## config.mk

```make
export PLATFORM = sky130hd
export DESIGN_NAME = ks_sub_pipe
export DESIGN_NICKNAME = d
export VERILOG_FILES = /design/src/rtl/ks_sub_pipe.sv
export SDC_FILE = /design/constraint.sdc
export NUM_CORES = 1
export LEC_CHECK = 0
export CAP_MARGIN = 20
export CORE_AREA = 2 2 115 117
export CTS_BUF_LIST = sky130_fd_sc_hd__clkbuf_4
export DETAILED_ROUTE_END_ITERATION = 6
export DIE_AREA = 0 0 117 119
export HOLD_SLACK_MARGIN = 0.02
export PLACE_DENSITY_LB_ADDON = 0.1
export REMOVE_ABC_BUFFERS = 1
export SLEW_MARGIN = 10
export SYNTH_ARGS = -nofsm -noshare
export SYNTH_HDL_FRONTEND = slang
export SYNTH_SLANG_ARGS = --single-unit
```

## constraint.sdc

```tcl
create_clock -name clk -period 1.65 [get_ports clk]
set_input_delay 0.165 -clock clk [delete_from_list [all_inputs] [get_ports clk]]
set_output_delay 0.165 -clock clk [all_outputs]
set_load 0.02 [all_outputs]
```

## src/rtl/ks_sub_pipe.sv

```systemverilog
// Two-stage Kogge-Stone subtractor (A - B - Bin) with valid/ready handshake.
// Define KS_SUB_FLAGS_EN to build the Ovf/Zero flag path; otherwise both tie to 0.
module ks_sub_pipe (
   input  logic        clk,
   input  logic        rst,
   input  logic        in_valid,
   output logic        in_ready,
   input  logic [15:0] A,
   input  logic [15:0] B,
   input  logic        Bin,
   output logic        out_valid,
   input  logic        out_ready,
   output logic [15:0] Diff,
   output logic        Bout,
   output logic        Ovf,
   output logic        Zero
);

   logic        r_v1;
   logic        r_v2;
   logic [15:0] r_g2;
   logic [15:0] r_p2;
   logic [15:0] r_p0;
   logic        r_cin;
   logic [15:0] r_diff;
   logic        r_bout;

   logic        w_ld1;
   logic        w_ld2;
   logic        w_acc;
   logic [15:0] w_y;
   logic [15:0] w_g0;
   logic [15:0] w_p0;
   logic [15:0] w_g1;
   logic [15:0] w_p1;
   logic [15:0] w_g2;
   logic [15:0] w_p2;
   logic [15:0] w_g4;
   logic [15:0] w_p4;
   logic [15:0] w_g8;
   logic [15:0] w_p8;
   logic [16:0] w_c;
   logic [15:0] w_sum;

   // A stage loads when it is empty or its content leaves in the same cycle.
   assign w_ld2     = ~r_v2 | out_ready;
   assign w_ld1     = ~r_v1 | w_ld2;
   assign in_ready  = ~rst & w_ld1;
   assign w_acc     = in_valid & in_ready;
   assign out_valid = r_v2;

   always_comb begin
      w_y  = ~B;
      w_g0 = A & w_y;
      w_p0 = A ^ w_y;
   end

   always_comb begin
      w_g1 = w_g0;
      w_p1 = w_p0;
      for (int i = 1; i < 16; i++) begin
         w_g1[i] = w_g0[i] | (w_p0[i] & w_g0[i-1]);
         w_p1[i] = w_p0[i] & w_p0[i-1];
      end
   end

   always_comb begin
      w_g2 = w_g1;
      w_p2 = w_p1;
      for (int i = 2; i < 16; i++) begin
         w_g2[i] = w_g1[i] | (w_p1[i] & w_g1[i-2]);
         w_p2[i] = w_p1[i] & w_p1[i-2];
      end
   end

   always_ff @(posedge clk) begin
      if (rst) begin
         r_v1  <= 1'b0;
         r_g2  <= '0;
         r_p2  <= '0;
         r_p0  <= '0;
         r_cin <= 1'b0;
      end else begin
         if (w_ld1) r_v1 <= in_valid;
         if (w_acc) begin
            r_g2  <= w_g2;
            r_p2  <= w_p2;
            r_p0  <= w_p0;
            r_cin <= ~Bin;
         end
      end
   end

   always_comb begin
      w_g4 = r_g2;
      w_p4 = r_p2;
      for (int i = 4; i < 16; i++) begin
         w_g4[i] = r_g2[i] | (r_p2[i] & r_g2[i-4]);
         w_p4[i] = r_p2[i] & r_p2[i-4];
      end
   end

   always_comb begin
      w_g8 = w_g4;
      w_p8 = w_p4;
      for (int i = 8; i < 16; i++) begin
         w_g8[i] = w_g4[i] | (w_p4[i] & w_g4[i-8]);
         w_p8[i] = w_p4[i] & w_p4[i-8];
      end
   end

   // Group terms now span [i:0]; fold in the carry-in as a final generate.
   always_comb begin
      w_c[0] = r_cin;
      for (int i = 0; i < 16; i++) begin
         w_c[i+1] = w_g8[i] | (w_p8[i] & r_cin);
      end
      w_sum = r_p0 ^ w_c[15:0];
   end

   always_ff @(posedge clk) begin
      if (rst) begin
         r_v2   <= 1'b0;
         r_diff <= '0;
         r_bout <= 1'b0;
      end else if (w_ld2) begin
         r_v2 <= r_v1;
         if (r_v1) begin
            r_diff <= w_sum;
            r_bout <= ~w_c[16];
         end
      end
   end

   assign Diff = r_diff;
   assign Bout = r_bout;

`ifdef KS_SUB_FLAGS_EN
   logic r_ovf;
   logic r_zero;

   always_ff @(posedge clk) begin
      if (rst) begin
         r_ovf  <= 1'b0;
         r_zero <= 1'b0;
      end else if (w_ld2 && r_v1) begin
         r_ovf  <= w_c[15] ^ w_c[16];
         r_zero <= ~|w_sum;
      end
   end

   assign Ovf  = r_ovf;
   assign Zero = r_zero;
`else
   assign Ovf  = 1'b0;
   assign Zero = 1'b0;
`endif

endmodule

```

==> results.yml, run 1 <==
outcome:
  status: "finished, final reports clean"
die:
  core-area_um2: 12900
  die_area_um2: 13900
  die_y_um: 119
  io_pins: 58
  dieWidth_um: 117
  start_util_pct: 27.2
  placement_rows: 42
yosys:
  ys_types: 40
  ys_async_sr_fraction_pct: 0
  synth_ff_type: "dfxtp_1"
  yosys_warnings: 0
  synth_edf_count: 0
  ys_ff_latch: 67
  netlist_instances: 453
  synth-seq-area-share_pct: 38.3
  syn_area_per_cell_um2: 7.74
  synth_area_um2: 3500
critical_path:
  cp_top_family: "buffers and inverters"
  cp_max_fo: 4
  required_ns: 1.48
  critPathLaunchType: "flip-flop"
  cp_slowest_cell: "clkdlybuf4s50_1"
  path_cells: "clkdlybuf4s50_1"
  cp.arrival_ns: 1.40
  crit_buf_inv: 1
  path_depth: 1
  critPathKind: "flip-flop to output pin"
  max_stage_delay_ns: 0.62
  end_kind: "output pin"
  r2r_cells: 4
clock_network:
  clkLatencyLatePin_ns: 0.42
  cts.clk_slew.worst_paths_ns: 0.10
  root_buffer: "clkbuf_4"
  htree_levels: 3
  cts_tree: "yes"
  cts_buffer_depth: 2
  numCtsBuffers: 9
  clock_sinks: 67
  post_cts_buffers: 0
global_routing:
  grt_usage_pct: 14.7
  overflow: 0
  grt_pass1_wl_mm: 15.9
  grt_max_degree: 31
  grt_pass1_vias: 3167
  antenna_found_initial: 0
timing:
  max_freq_ghz: 0.638
  setup_viol: 0
  rsz0062_at_grt: "no"
  fin_skew_ns: 0.0124
  fin_crit_ns: 1.57
  slew_viol_final: 0
  hold_viol_final: 0
  final.period_utilization_pct: 95.1
  setup_ws_ns: 0.0816
drt:
  m1WireLength_mm: 4.77
  drt_pre_antenna_iters: 4
  dr_wl_met3_um: 225
  routed_wl_mm: 9.73
  via_count: 3310
  drt_iter0_markers: 177
  top_layer_used: "met4"
  final_antenna_net_count: 0
  drc: 0
  avgRoutedWirePerCell_um: 13.6
  vias_per_cell: 4.64
  dr_wl_met2_mm: 4.64
cells_and_area:
  area_growth_pct: 30.3
  fin_area_um2: 4570
  nets: 586
  final_util_pct: 35.5
  drive_gt1_share_pct: 12.1
  stdcell_count: 714
placement:
  placed_cell_area_um2: 4440
  dp_slack_ns: -0.136
  dp_hpwl_mm: 7.17
  port_buffers: 55
  place.gp.congestion: 0.748
  dpl.cell_count: 697
pwr:
  ir_drop_uv: 348
  p_per_area_nw_per_um2: 793
  leakagePower_uw: 0.00174
  total_power_uw: 3620
run:
  max_cap_viol_count: 0
hold_path:
  hold_path_class: "primary input to flip-flop"
  min_path_cells: 2
==> timing repair <==
action / CTS / global route
hold endpoints to repair: 0 / 0
gates resized for setup: 1 / 2
setup endpoints to repair: 1 / 1
hold buffers: 0 / 0
==> layout by cell type, fill, tap and decap left out, types with 7 or more instances in the layout <==
| cell | synthesis | routed |
|---|---|---|
| nand4_1 | 7 | 7 |
| clkbuf_4 | 0 | 9 |
| dfxtp_1 | 67 | 67 |
| buf_4 | 4 | 35 |
| nand2b_1 | 7 | 7 |
| clkdlybuf4s50_1 | 0 | 53 |
| inv_1 | 21 | 21 |
| a21oi_1 | 43 | 43 |
| o21ai_0 | 33 | 33 |
| nand2_1 | 76 | 76 |
| a211oi_1 | 11 | 11 |
| nor2_1 | 41 | 41 |
| nor2b_1 | 10 | 10 |
| nand3_1 | 29 | 29 |
| ha_1 | 17 | 17 |
==> cells by family (layout without fill, tap and decap cells) <==
| family | Yosys count | after routing | share of synthesized area [%] |
|---|---|---|---|
| fa+ha+maj | 17 | 17 | 6.07 |
| buf+inv | 50 | 133 | 7.93 |
| xor+xnor | 4 | 4 | 1.00 |
| other cells | 1 | 3 | 0.107 |
| mux | 1 | 1 | 0.286 |
| compound gates | 115 | 115 | 20.1 |
| flops | 67 | 67 | 38.3 |
| simple gates | 198 | 198 | 26.2 |
==> synth_stat cells (5+ instances only) <==
cell type  count  area [um2]
a211oi_1      11        82.6
a21o_1         5        37.5
a21oi_1       43         215
a311o_1        6        60.1
and2_1         5        31.3
buf_2         12        60.1
buf_6          8        90.1
dfxtp_1       67        1340
ha_1          17         213
inv_1         21        78.8
nand2_1       76         285
nand2b_1       7        43.8
nand3_1       29         145
nand4_1        7        43.8
nor2_1        41         154
nor2b_1       10        62.6
nor3b_1        6        45.0
nor4_1         6        37.5
o21ai_0       33         165
==> per-stage QoR <==
| stage | TNS (ns) | hold slack, ns |
|---|---|---|
| finish | 0 | 0.0866 |
| global route | 0 | 0.0631 |
| CTS | 0 | 0.0556 |
| detailed placement | -0.471 | 0.444 |
| global placement | -0.398 | 0.439 |
| floorplan | -17.59 | 0.230 |
==> per-layer routing <==
layer  vias up  global-route usage (%)
met1      1550                    19.9
met3         6                    2.90
met2        30                    23.4
li1       1724                       -
met4         0                    4.63
met5         -                       0
==> power by group <==
part | total [uW] | switching (uW) | internal (uW)
clock | 1050 | 609 | 444
combinational | 784 | 396 | 388
sequential | 1780 | 71.2 | 1710
==> state kept, by name, indices dropped and copies added, names as in the netlist <==
register	count
Diff	16
r_g2	16
out_valid	1
r_p2	16
Bout	1
r_p0	15
r_v1	1
r_cin	1
==> area by class of cell <==
type / count / area (um2)
clock inverters: 7 / 58.8
well taps: 176 / 220
repair buffers: 95 / 903
multi-input cells: 337 / 1890
clock buffers: 9 / 67.6
fillers: 1393 / 8310
flip-flops and latches: 67 / 1340
inverters: 22 / 82.6
diodes: 1 / 2.50
==> path summary, 6_finish.rpt <==
check,from,to,slack (ns)
worst max-delay path,out_valid,out_valid,0.08
worst min-delay path,rst,out_valid,0.09
worst max register to register,r_cin,Diff[10],0.18
worst min register to register,r_p2[3],r_p2[3],0.46
No activity file was read; power rests on OpenSTA's default activity.
==> inputs of run 2 (changes only) <==
--- a/config.mk
+++ b/config.mk
@@ -5,7 +5,6 @@
 export SDC_FILE = /design/constraint.sdc
 export NUM_CORES = 1
 export LEC_CHECK = 0
-export CAP_MARGIN = 20
 export CORE_AREA = 2 2 115 117
 export CTS_BUF_LIST = sky130_fd_sc_hd__clkbuf_4
 export DETAILED_ROUTE_END_ITERATION = 6
==> results of run 2 <==
Same layout as run 1: the final DEF is identical, and so are final timing and power.
